==> config.mk <==
export PLATFORM = sky130hd
export DESIGN_NAME = rx_anc_acc_dump
export DESIGN_NICKNAME = d
export VERILOG_FILES = /design/src/rtl/rx_anc_acc_dump_pkg.sv /design/src/rtl/rx_anc_acc_lane.sv /design/src/rtl/rx_anc_acc_dump.sv
export SDC_FILE = /design/constraint.sdc
export NUM_CORES = 1
export LEC_CHECK = 0
export BUFFER_PORTS_ARGS = -buffer_cell sky130_fd_sc_hd__buf_4
export CAP_MARGIN = 10
export CORE_ASPECT_RATIO = 0.75
export CORE_UTILIZATION = 51
export DETAILED_ROUTE_END_ITERATION = 6
export PLACE_DENSITY_LB_ADDON = 0.2
export SLEW_MARGIN = 10
export SYNTH_ARGS = -nofsm -noshare
export SYNTH_HDL_FRONTEND = slang
export SYNTH_SLANG_ARGS = --single-unit
==> constraint.sdc <==
create_clock -name clk -period 4.05 [get_ports clk]
set_clock_uncertainty 0.05 [all_clocks]
set_input_delay 0.2025 -clock clk [delete_from_list [all_inputs] [get_ports clk]]
set_output_delay 0.2025 -clock clk [all_outputs]
set_load 0.02 [all_outputs]
==> src/rtl/rx_anc_acc_dump_pkg.sv <==
// Shared constants and types for the RX ancillary integrate-and-dump stage.
// DEFAULT_LEN matches the NSIG symbol period.
package rx_anc_acc_dump_pkg;

  localparam int unsigned RX_ANC_DEFAULT_LEN = 32768;

  // Window phase, decoded from the sample counter rather than stored.
  typedef enum logic {
    ST_ACC,
    ST_LAST
  } win_state_e;

  // A full window of max-magnitude samples must fit without wrapping.
  function automatic bit acc_width_ok(input int unsigned acc_w,
                                      input int unsigned data_w,
                                      input int unsigned len_w);
    return acc_w >= data_w + len_w;
  endfunction

endpackage

==> src/rtl/rx_anc_acc_lane.sv <==
// One signed accumulator lane: sign-extends each sample, accumulates, and on a
// dump loads acc+sample into its output register while restarting from zero.
module rx_anc_acc_lane #(
  parameter int unsigned DATA_WIDTH = 16,
  parameter int unsigned ACC_WIDTH  = 32
) (
  input  logic                  clk,
  input  logic                  rst,
  input  logic                  add_en,
  input  logic                  dump_en,
  input  logic [DATA_WIDTH-1:0] sample,
  output logic [ACC_WIDTH-1:0]  dump_out
);

  logic [ACC_WIDTH-1:0] acc_q, acc_d;
  logic [ACC_WIDTH-1:0] dump_q, dump_d;
  logic [ACC_WIDTH-1:0] sample_ext;
  logic [ACC_WIDTH-1:0] sum;

  always_comb begin
    sample_ext = {{(ACC_WIDTH-DATA_WIDTH){sample[DATA_WIDTH-1]}}, sample};
    sum        = acc_q + sample_ext;
    acc_d      = acc_q;
    dump_d     = dump_q;
    if (dump_en) begin
      dump_d = sum;
      acc_d  = '0;
    end else if (add_en) begin
      acc_d  = sum;
    end
  end

  always_ff @(posedge clk) begin
    if (rst) begin
      acc_q  <= '0;
      dump_q <= '0;
    end else begin
      acc_q  <= acc_d;
      dump_q <= dump_d;
    end
  end

  assign dump_out = dump_q;

endmodule

==> src/rtl/rx_anc_acc_dump.sv <==
// Integrate-and-dump over N accepted I/Q samples; one wide I/Q sum per window
// on an AXI-stream output held in a single register.
module rx_anc_acc_dump
  import rx_anc_acc_dump_pkg::*;
#(
  parameter int unsigned DATA_WIDTH  = 16,
  parameter int unsigned LEN_WIDTH   = 16,
  parameter int unsigned ACC_WIDTH   = 32,
  parameter int unsigned DEFAULT_LEN = RX_ANC_DEFAULT_LEN
) (
  input  logic                  clk,
  input  logic                  reset,
  input  logic                  srst,
  input  logic [DATA_WIDTH-1:0] in_i,
  input  logic [DATA_WIDTH-1:0] in_q,
  input  logic                  in_tvalid,
  input  logic                  in_tlast,
  output logic                  in_tready,
  input  logic [LEN_WIDTH-1:0]  acc_len,
  output logic [ACC_WIDTH-1:0]  out_i,
  output logic [ACC_WIDTH-1:0]  out_q,
  output logic [LEN_WIDTH-1:0]  out_cnt,
  output logic                  out_tvalid,
  output logic                  out_tlast,
  input  logic                  out_tready
);

  if (!acc_width_ok(ACC_WIDTH, DATA_WIDTH, LEN_WIDTH)) begin : g_bad_acc_width
    $error("rx_anc_acc_dump: ACC_WIDTH must be >= DATA_WIDTH + LEN_WIDTH");
  end

  logic                 rst_all;
  logic [LEN_WIDTH-1:0] eff_len;
  logic [LEN_WIDTH-1:0] cnt_q, cnt_d;
  logic [LEN_WIDTH-1:0] len_q, len_d;
  logic [LEN_WIDTH-1:0] out_cnt_q, out_cnt_d;
  logic                 out_tvalid_q, out_tvalid_d;
  logic                 out_tlast_q, out_tlast_d;
  win_state_e           win_state;
  logic                 closing;
  logic                 accept;
  logic                 add_en;
  logic                 dump_en;

  assign rst_all = reset || srst;
  assign eff_len = (acc_len == '0) ? LEN_WIDTH'(DEFAULT_LEN) : acc_len;

  assign win_state = (cnt_q == len_q - LEN_WIDTH'(1)) ? ST_LAST : ST_ACC;
  assign closing   = (win_state == ST_LAST) || in_tlast;
  // Only a closing sample needs the output register, so only it can stall.
  assign in_tready = !(out_tvalid_q && !out_tready && closing);
  assign accept    = in_tvalid && in_tready;
  assign add_en    = accept && !closing;
  assign dump_en   = accept && closing;

  always_comb begin
    cnt_d        = cnt_q;
    len_d        = (cnt_q == '0) ? eff_len : len_q;
    out_cnt_d    = out_cnt_q;
    out_tlast_d  = out_tlast_q;
    out_tvalid_d = out_tvalid_q && !out_tready;
    if (accept) begin
      if (closing) begin
        cnt_d        = '0;
        len_d        = eff_len;
        out_cnt_d    = cnt_q + LEN_WIDTH'(1);
        out_tlast_d  = in_tlast;
        out_tvalid_d = 1'b1;
      end else begin
        cnt_d        = cnt_q + LEN_WIDTH'(1);
      end
    end
  end

  always_ff @(posedge clk) begin
    if (rst_all) begin
      cnt_q        <= '0;
      len_q        <= eff_len;
      out_cnt_q    <= '0;
      out_tvalid_q <= 1'b0;
      out_tlast_q  <= 1'b0;
    end else begin
      cnt_q        <= cnt_d;
      len_q        <= len_d;
      out_cnt_q    <= out_cnt_d;
      out_tvalid_q <= out_tvalid_d;
      out_tlast_q  <= out_tlast_d;
    end
  end

  rx_anc_acc_lane #(
    .DATA_WIDTH (DATA_WIDTH),
    .ACC_WIDTH  (ACC_WIDTH)
  ) u_lane_i (
    .clk      (clk),
    .rst      (rst_all),
    .add_en   (add_en),
    .dump_en  (dump_en),
    .sample   (in_i),
    .dump_out (out_i)
  );

  rx_anc_acc_lane #(
    .DATA_WIDTH (DATA_WIDTH),
    .ACC_WIDTH  (ACC_WIDTH)
  ) u_lane_q (
    .clk      (clk),
    .rst      (rst_all),
    .add_en   (add_en),
    .dump_en  (dump_en),
    .sample   (in_q),
    .dump_out (out_q)
  );

  assign out_cnt    = out_cnt_q;
  assign out_tvalid = out_tvalid_q;
  assign out_tlast  = out_tlast_q;

endmodule

==> results.toml <==
[worst_setup_path]
crit_arrival_ns = 3.53
cp.depth = 8
crit_buf_inv = 2
cp_max_fo = 9
worstPathCellList = "or4_1 -> o31ai_1 -> a21oi_1 -> or4_1 -> or4_1 -> a21oi_2 -> inv_1 -> buf_4"
crit_required_ns = 3.80
path_class = "flop to primary output"
worst_path_max_delay_cell = "or4_1"
critPathTopFamily = "simple AND/OR/NAND/NOR gates"
cp_common_cell = "or4_1"
cp-start-kind = "flop"
endpoint_kind = "primary output"
max_stage_delay_ns = 0.72
reg2reg_depth = 9

[floorplan]
die_x_um = 171
io_pins = 137
core_area_um2 = 20600
die_h_um = 128
num_rows = 45
start_util = 0.529
dieArea_um2 = 21900

[timing]
slew_violations = 0
setup_viol = 0
worst_slack_ns = 0.271
holdWs_ns = 0.0358
rsz0062_at_grt = "no"
period_needed_ns = 3.78
worst_pin_slew_ns = 0.935
slew_headroom = 0.376
hold_viol = 0
fin_crit_sh = 0.933
max_freq_ghz = 0.265
fin_tns_setup_ns = 0

[detailed_routing]
first_pass_iters = 7
ant_nets = 0
drc = 0
routedWlPerCell_um = 16.0
drt-total-wl_um = 27900
vias = 10100
viasPerCell = 5.79
drtIter0Drc = 827

[clock_tree]
cts_max_path_buffers = 2
cts-buffers-inserted = 17
clk_pin_slew_ns = 0.06
cts_num_sinks = 178
clk_latency_ns = 0.43
cts_tree = "yes"
cts_setup_buffers = 0
cts_resized = 0
htree_levels = 4
cts_root_buf = "clkbuf_16"

[synth]
synth_simple_gate_area_share = 0.210
netlist.area_leader.share = 0.328
ys_warn_count = 0
synthMuxAreaShare = 0.0543
synth_top_family_by_area = "compound AO/OA/AOI/OAI gates"
ys.flop_type = "dfxtp_1"
synth_most_common_cell = "nand2_1"
synth_compound_area_frac = 0.222
ys_seq_elements = 178
synthAdderAreaFrac = 0.0785
yosys-top-cells-count = "nand2_1 (192), dfxtp_1 (178), a21oi_1 (154)"
yosysSeqAreaShare = 0.328
synth.distinct_cells = 75
synth_area_leaders = "dfxtp_1 (33%), ha_1 (7.5%), a21oi_1 (7.1%)"
postSynthCellCount = 1341
synth_nets = 1462
avgSynthCellArea_um2 = 8.11
yosys.area_share.xor_xnor = 0.0576
synthArstFlopShare = 0
synth_top_area_cell = "dfxtp_1"
synth_edf_count = 0
netlist_area_um2 = 10900

[layout]
multi_input_area_um2 = 6780
fin_nets = 1571
drive_above_1_share = 0.149
diodes = 0
fin_util = 0.623
fillers = 1866
regArea_um2 = 3560
area_delta_synth_final_pct = 17.8

[pwr]
p_total_uw = 4340
vdd_drop_max_mv = 0.278
total_leakage_power_uw = 0.00533
switching_power_uw = 1140
p_int_uw = 3200
p_seq_frac = 0.422
comb_power_share = 0.150
power_frac_clock = 0.428
switching_share = 0.263
p_per_area_nw_per_um2 = 339

[global_routing]
overflow = 0
grt_pass1_wl_um = 45400
grtUsageTotal = 0.258
grt_max_degree = 80
first_global_vias = 9094
antenna_found_initial = 0

[placed_design]
hpwl_um = 19800
finalWeightedCongestion = 0.904
io_buffers = 136
pre_cts_ws_ns = 0.367

[run]
cap_violations = 0

[outcome]
status = "complete, no violations"

[min_path]
hold_path_class = "input port to flop"
whs_path_depth = 3
## cell families after synthesis
group / count (synthesis)
flip-flops: 178
XOR/XNOR: 70
buffers and inverters: 110
multiplexers: 53
AND/OR/NAND/NOR: 485
AO/OA/AOI/OAI: 378
adder cells (fa/ha/maj): 67
## layout make-up
cell class | count | area share
tap | 282 | 0.0275
multi-input combinational | 1053 | 0.530
clock inverter | 11 | 0.0156
clock buffer | 21 | 0.0360
sequential | 178 | 0.278
timing repair buffer | 168 | 0.104
inverter | 32 | 0.00938
## layer usage
layer | GRT usage | up-vias | wire length (um)
li1 | - | 5047 | -
met1 | 0.377 | 4704 | 13900
met2 | 0.384 | 323 | 11900
met3 | 0.0446 | 26 | 1820
met4 | 0.0763 | 0 | 340
met5 | 0 | - | 0
## worst paths after layout
kind | from | slack (ns) | endpoint
worst max-delay path | len_q[2] | 0.27 | in_tready
worst min-delay path | acc_len[15] | 0.04 | len_q[15]
worst max register to register | len_q[2] | 0.34 | u_lane_i.acc_q[26]
worst min register to register | u_lane_i.dump_out[22] | 0.41 | u_lane_i.dump_out[22]
## power groups by stage
stage | Combinational, uW | Sequential [uW] | Clock [uW]
4_1_cts | 646 | 1830 | 1890
3_3_place_gp | 620 | 1870 | 0
3_5_place_dp | 630 | 1870 | 0
2_1_floorplan | 422 | 1890 | 0
5_1_grt | 716 | 1840 | 1970
6_report | 649 | 1830 | 1860
## layout by cell type (no fill, tap or decap), types with 16 or more instances in the layout
master / instances
nand2_1: 192
dfxtp_1: 178
a21oi_1: 154
buf_4: 150
nor2_1: 102
ha_1: 65
xnor2_1: 51
o21ai_0: 46
nand3_1: 38
mux2i_1: 35
a211oi_1: 33
inv_1: 32
a21o_1: 29
nor3_1: 28
nand2b_1: 20
o21a_1: 20
xor2_1: 18
clkbuf_16: 17
dlygate4sd3_1: 16
## worst min-delay path: cells and delay by family
family          cells  cell delay, ns
compound gates      1            0.08
buf+inv             1            0.08
mux                 1            0.13
## flip-flops by register name, summed over array words and instances (netlist names)
| signal | cells |
|---|---|
| cnt_q | 16 |
| len_q | 16 |
| out_cnt | 16 |
| out_tlast | 1 |
| out_tvalid | 1 |
| u_lane_i.acc_q | 32 |
| u_lane_i.dump_out | 32 |
| u_lane_q.acc_q | 32 |
| u_lane_q.dump_out | 32 |
## metrics by stage
| step | cell area (um2) | std cells |
|---|---|---|
| global route | 12800 | 1745 |
| CTS | 12800 | 1745 |
| floorplan | 10900 | 1341 |
| global placement | 12000 | 1697 |
| detailed placement | 12000 | 1697 |
| finish | 12800 | 1745 |
## repair_timing
item                                    in CTS  in global routing
hold endpoints to repair                    16                  0
endpoints found under the setup margin       0                  0
hold buffers                                16                  0
Note: power is estimated with default switching activity, not from simulation.
